==> config.mk <==
export PLATFORM = sky130hd
export DESIGN_NAME = prim_rom_ctrl
export DESIGN_NICKNAME = d
export VERILOG_FILES = /design/src/rtl/prim_rom_pkg.sv /design/src/rtl/prim_rom_rr_arb.sv /design/src/rtl/prim_rom_ctrl.sv
export SDC_FILE = /design/constraint.sdc
export NUM_CORES = 1
export LEC_CHECK = 0
export BUFFER_PORTS_ARGS = -buffer_cell sky130_fd_sc_hd__buf_4
export CORE_MARGIN = 2
export CORE_UTILIZATION = 30
export CTS_CLUSTER_DIAMETER = 80
export DETAILED_ROUTE_END_ITERATION = 12
export MAX_ROUTING_LAYER = met4
export REMOVE_ABC_BUFFERS = 1
export SLEW_MARGIN = 15
export SYNTH_ARGS = -nofsm -noshare
export SYNTH_HDL_FRONTEND = slang
export SYNTH_SLANG_ARGS = --single-unit
==> constraint.sdc <==
create_clock -name clk_i -period 2.2 [get_ports clk_i]
set_clock_uncertainty 0.05 [all_clocks]
set_input_delay 0.11 -clock clk_i [delete_from_list [all_inputs] [get_ports clk_i]]
set_output_delay 0.11 -clock clk_i [all_outputs]
set_load 0.05 [all_outputs]
==> src/rtl/prim_rom_pkg.sv <==
// Shared types and helpers for the ROM front-end controller.
// Latency: n/a (types and constant functions only).
// Backpressure: n/a.
package prim_rom_pkg;

  // Controller phases: integrity sweep, final-word drain, then shared access.
  typedef enum logic [1:0] {
    SWEEP = 2'd0,
    DRAIN = 2'd1,
    ARB   = 2'd2
  } rom_ctrl_state_e;

  // Index width that stays at least one bit for a single requester.
  function automatic int idx_width(input int n);
    return (n > 1) ? $clog2(n) : 1;
  endfunction

endpackage

==> src/rtl/prim_rom_rr_arb.sv <==
// Round-robin pick: first requester at or above ptr, wrapping to 0.
// Latency: purely combinational.
// Backpressure: none; at most one grant per evaluation.
// Ports: req (N requests), ptr (search start), gnt (one-hot), gnt_idx (binary index).
module prim_rom_rr_arb
  import prim_rom_pkg::*;
#(
  parameter int N    = 2,
  parameter int IdxW = idx_width(N)
) (
  input  logic [N-1:0]    req,
  input  logic [IdxW-1:0] ptr,
  output logic [N-1:0]    gnt,
  output logic [IdxW-1:0] gnt_idx
);

  logic found;

  // Pass one searches ptr..N-1; if nothing is found there, pass two picks the
  // lowest requester overall, which is the wrapped continuation of the search.
  always_comb begin
    gnt     = '0;
    gnt_idx = '0;
    found   = 1'b0;
    for (int j = 0; j < N; j++) begin
      if (!found && req[j] && (IdxW'(j) >= ptr)) begin
        gnt[j]  = 1'b1;
        gnt_idx = IdxW'(j);
        found   = 1'b1;
      end
    end
    for (int j = 0; j < N; j++) begin
      if (!found && req[j]) begin
        gnt[j]  = 1'b1;
        gnt_idx = IdxW'(j);
        found   = 1'b1;
      end
    end
  end

endmodule

==> src/rtl/prim_rom_ctrl.sv <==
// ROM front end: post-reset XOR integrity sweep, then round-robin shared reads.
// Latency: grant combinational with req; rvalid/rdata one cycle after grant.
// Backpressure: requesters hold req/addr until granted; no grants during sweep.
// Ports: clk_i/rst_i; req_i/addr_i/gnt_o/rvalid_o/rdata_o requester side;
//        rom_req_o/rom_addr_o/rom_rdata_i ROM side; check_done_o/check_ok_o/checksum_o status.
module prim_rom_ctrl
  import prim_rom_pkg::*;
#(
  parameter int               Width       = 32,
  parameter int               Depth       = 2048,
  parameter int               NumReq      = 2,
  parameter logic [Width-1:0] ExpChecksum = '0,
  localparam int              Aw          = $clog2(Depth),
  localparam int              IdxW        = idx_width(NumReq)
) (
  input  logic                 clk_i,
  input  logic                 rst_i,
  input  logic [NumReq-1:0]    req_i,
  input  logic [NumReq*Aw-1:0] addr_i,
  output logic [NumReq-1:0]    gnt_o,
  output logic [NumReq-1:0]    rvalid_o,
  output logic [Width-1:0]     rdata_o,
  output logic                 rom_req_o,
  output logic [Aw-1:0]        rom_addr_o,
  input  logic [Width-1:0]     rom_rdata_i,
  output logic                 check_done_o,
  output logic                 check_ok_o,
  output logic [Width-1:0]     checksum_o
);

  rom_ctrl_state_e   state_q, state_d;
  logic [Aw-1:0]     cnt_q;
  logic [Width-1:0]  acc_q;
  logic [IdxW-1:0]   ptr_q;
  logic [NumReq-1:0] rvalid_q;
  logic              done_q;
  logic              acc_en;
  logic [NumReq-1:0] arb_gnt;
  logic [IdxW-1:0]   arb_idx;

  prim_rom_rr_arb #(
    .N    (NumReq),
    .IdxW (IdxW)
  ) u_arb (
    .req     (req_i),
    .ptr     (ptr_q),
    .gnt     (arb_gnt),
    .gnt_idx (arb_idx)
  );

  always_comb begin
    state_d    = state_q;
    rom_req_o  = 1'b0;
    rom_addr_o = '0;
    gnt_o      = '0;
    acc_en     = 1'b0;
    case (state_q)
      SWEEP: begin
        rom_req_o  = 1'b1;
        rom_addr_o = cnt_q;
        // Word k arrives the cycle after address k, so the very first sweep
        // cycle has nothing to fold yet.
        acc_en     = (cnt_q != '0);
        if (cnt_q == Aw'(Depth - 1)) state_d = DRAIN;
      end
      DRAIN: begin
        acc_en  = 1'b1;
        state_d = ARB;
      end
      ARB: begin
        gnt_o     = arb_gnt;
        rom_req_o = |req_i;
        for (int k = 0; k < NumReq; k++) begin
          if (arb_gnt[k]) rom_addr_o = addr_i[k*Aw +: Aw];
        end
      end
      default: state_d = SWEEP;
    endcase
  end

  always_ff @(posedge clk_i) begin
    if (rst_i) begin
      state_q  <= SWEEP;
      cnt_q    <= '0;
      acc_q    <= '0;
      ptr_q    <= '0;
      rvalid_q <= '0;
      done_q   <= 1'b0;
    end else begin
      state_q  <= state_d;
      if (state_q == SWEEP) cnt_q <= cnt_q + 1'b1;
      if (acc_en) acc_q <= acc_q ^ rom_rdata_i;
      if (state_q == DRAIN) done_q <= 1'b1;
      rvalid_q <= gnt_o;
      if (|gnt_o) ptr_q <= (arb_idx == IdxW'(NumReq - 1)) ? '0 : arb_idx + 1'b1;
    end
  end

  assign rvalid_o     = rvalid_q;
  assign rdata_o      = rom_rdata_i;
  assign check_done_o = done_q;
  assign checksum_o   = acc_q;
  assign check_ok_o   = done_q && (acc_q == ExpChecksum);

  a_gnt_onehot0    : assert property (@(posedge clk_i) disable iff (rst_i) $onehot0(gnt_o));
  a_rvalid_onehot0 : assert property (@(posedge clk_i) disable iff (rst_i) $onehot0(rvalid_o));
  a_req_known      : assert property (@(posedge clk_i) disable iff (rst_i) !$isunknown(req_i));

endmodule

==> flow_metrics.tcl <==
set metrics [dict create \
    status "finished clean" \
    worstHoldPathCells 3 \
    multi_input_area_um2 2238 \
    synthArstFlopShare 0 \
    slowest_stage "nor4_2" \
    clk_pin_slew_worst_paths_ns 0.07 \
    fin_crit_sh 0.9207 \
    yosys_register_bits 49 \
    max_freq_ghz 0.4937 \
    postRouteWirelength_um 12140 \
    fin_ws_ns 0.1744 \
    cts_num_sinks 49 \
    netlist_area_um2 3822 \
    grt_max_degree 114 \
    die_x_um 116.9 \
    rows 41 \
    min_from "req_i[0]" \
    cellLeakagePower_nw 2.054 \
    vias 4005 \
    syn_to_final_growth_pct 30.02 \
    critPathKind "flip-flop to output port" \
    hold_viol_final 0 \
    worstMarginPinSlew_ns 0.4247 \
    post-route-min-period_ns 2.026 \
    cts-root-buf "clkbuf_16" \
    cp_cell_sequence "nor4_2 -> nand4_1 -> nor4_2 -> buf_4" \
    synth.distinct_cells 40 \
    cp_slowest_stage_delay_ns 0.40 \
    crit_arrival_ns 1.87 \
    cts_max_level 2 \
    layout_commonest_cell "buf_4" \
    ir_drop_uv 308.3 \
    synth_edf_count 0 \
    path_common_cell "nor4_2" \
    portBuffers 139 \
    drive_gt1_frac 0.3564 \
    wire_per_inst_um 16.19 \
    grt_pass1_wl_um 19040 \
    dr.first_iter.drc_count 213 \
    seqPwrFrac 0.340 \
    start_kind "flip-flop" \
    finalSetupViolCount 0 \
    syn_area_per_cell_um2 7.722 \
    fp.dieArea_um2 13660 \
    cts_made_buffers 5 \
    synthCells 495 \
    io_pins 140 \
    clockPowerShare 0.273 \
    power_density_nw_per_um2 677.2 \
    clock_path_buffers 2 \
    cts_tree "yes" \
    ant_nets 0 \
    hold_buffers 0 \
    nNetsFinal 637 \
    insertion_delay_ns 0.29 \
    mostFrequentLayoutCells "buf_4 (150), dfxtp_1 (48), a21oi_1 (45), nor2_1 (38), nor4_1 (38)" \
    yosys_warnings 0 \
    hp-class "input port to flip-flop" \
    pwr-share-comb 0.387 \
    pre_cts_ws_ns 0.2945 \
    via_per_inst 5.340 \
    slew_headroom 0.7168 \
    antenna_found_initial 0 \
    ys.flop_type "dfxtp_1" \
    finalWeightedCongestion 0.7834 \
    grtUsageTotal 0.1766 \
    fillers 1340 \
    ff2ff_path_depth 6 \
    hpwlAfterDp_um 8174 \
    p_switching_mw 1.333 \
    final-seq-area_um2 982.2 \
    rsz0062_at_grt "no" \
    finalPower_mw 3.366 \
    min_to "ptr_q$_SDFFE_PP0P_" \
    rr_endpoint "checksum_o[4]$_SDFFE_PP0P_" \
    finalMaxSlewViolations 0 \
    internal_power_mw 2.032 \
    crit_required_ns 2.04 \
    drv_cap 0 \
    cp_max_fo 5 \
    start_util 0.3054 \
    critPathCaptureType "output port" \
    die_y_um 116.9 \
    swShare 0.3962 \
    regToRegSetupSlack_ns 0.30 \
    synth-seq-area-share 0.2566 \
    diodes 0 \
    dr.pass1.iters 4 \
    coreArea_um2 12520 \
    grt_pass1_vias 3818 \
    route.detailed.drc 0 \
    r2r-start "cnt_q[1]$_SDFFE_PP0P_" \
    grt_overflow 0 \
]
==> layer usage <==
metal / up-vias / share of wire / global-route usage
li1: 1972 / - / -
met1: 1941 / 0.44 / 0.2209
met2: 86 / 0.52 / 0.3114
met3: 6 / 0.029 / 0.01133
met4: 0 / 0.0070 / 0.04392
met5: - / 0 / -
==> synth_stat cells (8+ instances only) <==
| cell type | count | area share |
|---|---|---|
| nor2_1 | 39 | 0.038 |
| nor4_1 | 41 | 0.067 |
| a211oi_1 | 32 | 0.063 |
| nand3_1 | 9 | 0.012 |
| or4_1 | 37 | 0.073 |
| buf_6 | 8 | 0.024 |
| a221o_1 | 8 | 0.021 |
| inv_1 | 36 | 0.035 |
| a21oi_1 | 45 | 0.059 |
| clkbuf_1 | 29 | 0.028 |
| dfxtp_1 | 49 | 0.26 |
| buf_4 | 37 | 0.073 |
| nand2b_1 | 34 | 0.056 |
| or4b_2 | 32 | 0.084 |
==> through the flow <==
stage               instance area [um^2]  cells  TNS [ns]  utilization  hold slack [ns]
floorplan                           3317    415    -19.86            -           0.1291
global placement                    4773    742         0       0.3813           0.3810
detailed placement                  4773    742         0       0.3813           0.3981
CTS                                 4952    750         0       0.3956          0.09527
global route                        4970    750         0       0.3970           0.1208
finish                              4970    750         0       0.3970          0.08863
==> how the worst max path moves through the flow <==
| stage | start | cells past startpoint | slack (ns) | end |
|---|---|---|---|---|
| after floorplan | cnt_q[0]$_SDFFE_PP0P_ | 5 | -0.54 | checksum_o[0]$_SDFFE_PP0P_ |
| after global placement | checksum_o[26]$_SDFFE_PP0P_ | 4 | 0.29 | check_ok_o |
| after detailed placement | checksum_o[26]$_SDFFE_PP0P_ | 4 | 0.29 | check_ok_o |
| after CTS | checksum_o[21]$_SDFFE_PP0P_ | 4 | 0.05 | check_ok_o |
| after global routing | state_q[1]$_SDFFE_PP0P_ | 4 | 0.003 | rom_addr_o[5] |
| final | checksum_o[26]$_SDFFE_PP0P_ | 4 | 0.17 | check_ok_o |
==> final cells by class <==
class | count | area share
multi-input cells | 330 | 0.4504
repair buffers | 155 | 0.2467
flip-flops and latches | 49 | 0.1976
well taps | 172 | 0.04330
clock buffers | 7 | 0.02870
inverters | 36 | 0.02719
clock inverters | 1 | 0.006042
==> power by group through the flow <==
stage / Combinational [mW] / Sequential [mW] / Clock (mW)
detailed placement: 1.30 / 1.16 / 0
CTS: 1.31 / 1.14 / 0.943
floorplan: 0.364 / 1.48 / 0
global placement: 1.28 / 1.15 / 0
finish: 1.30 / 1.14 / 0.920
global route: 1.39 / 1.17 / 0.973
==> registers in the layout, indices dropped and copies added, names as in the netlist <==
register,cells
check_done_o,1
rvalid_o,2
checksum_o,32
cnt_q,11
state_q,2
ptr_q,1
==> timing repair <==
action                     CTS  global route
setup buffers                0             0
cloned                       0             0
gates resized for setup      1             5
hold endpoints to repair     0             0
setup endpoints to repair    1             8
==> logic make-up after synthesis <==
| group | count (synthesis) | share of synthesized area |
|---|---|---|
| compound gates | 96 | 0.1614 |
| xor+xnor | 3 | 0.006875 |
| fa+ha+maj | 2 | 0.006546 |
| buf+inv | 116 | 0.1676 |
| flops | 49 | 0.2566 |
| simple gates | 229 | 0.4010 |
==> worst max-delay path, delay by kind of cell (launching register included) <==
family        cells  cell delay [ns]
simple gates      3             0.96
flops             1             0.35
buf+inv           1             0.26
Power figures use the tool's default switching activity.
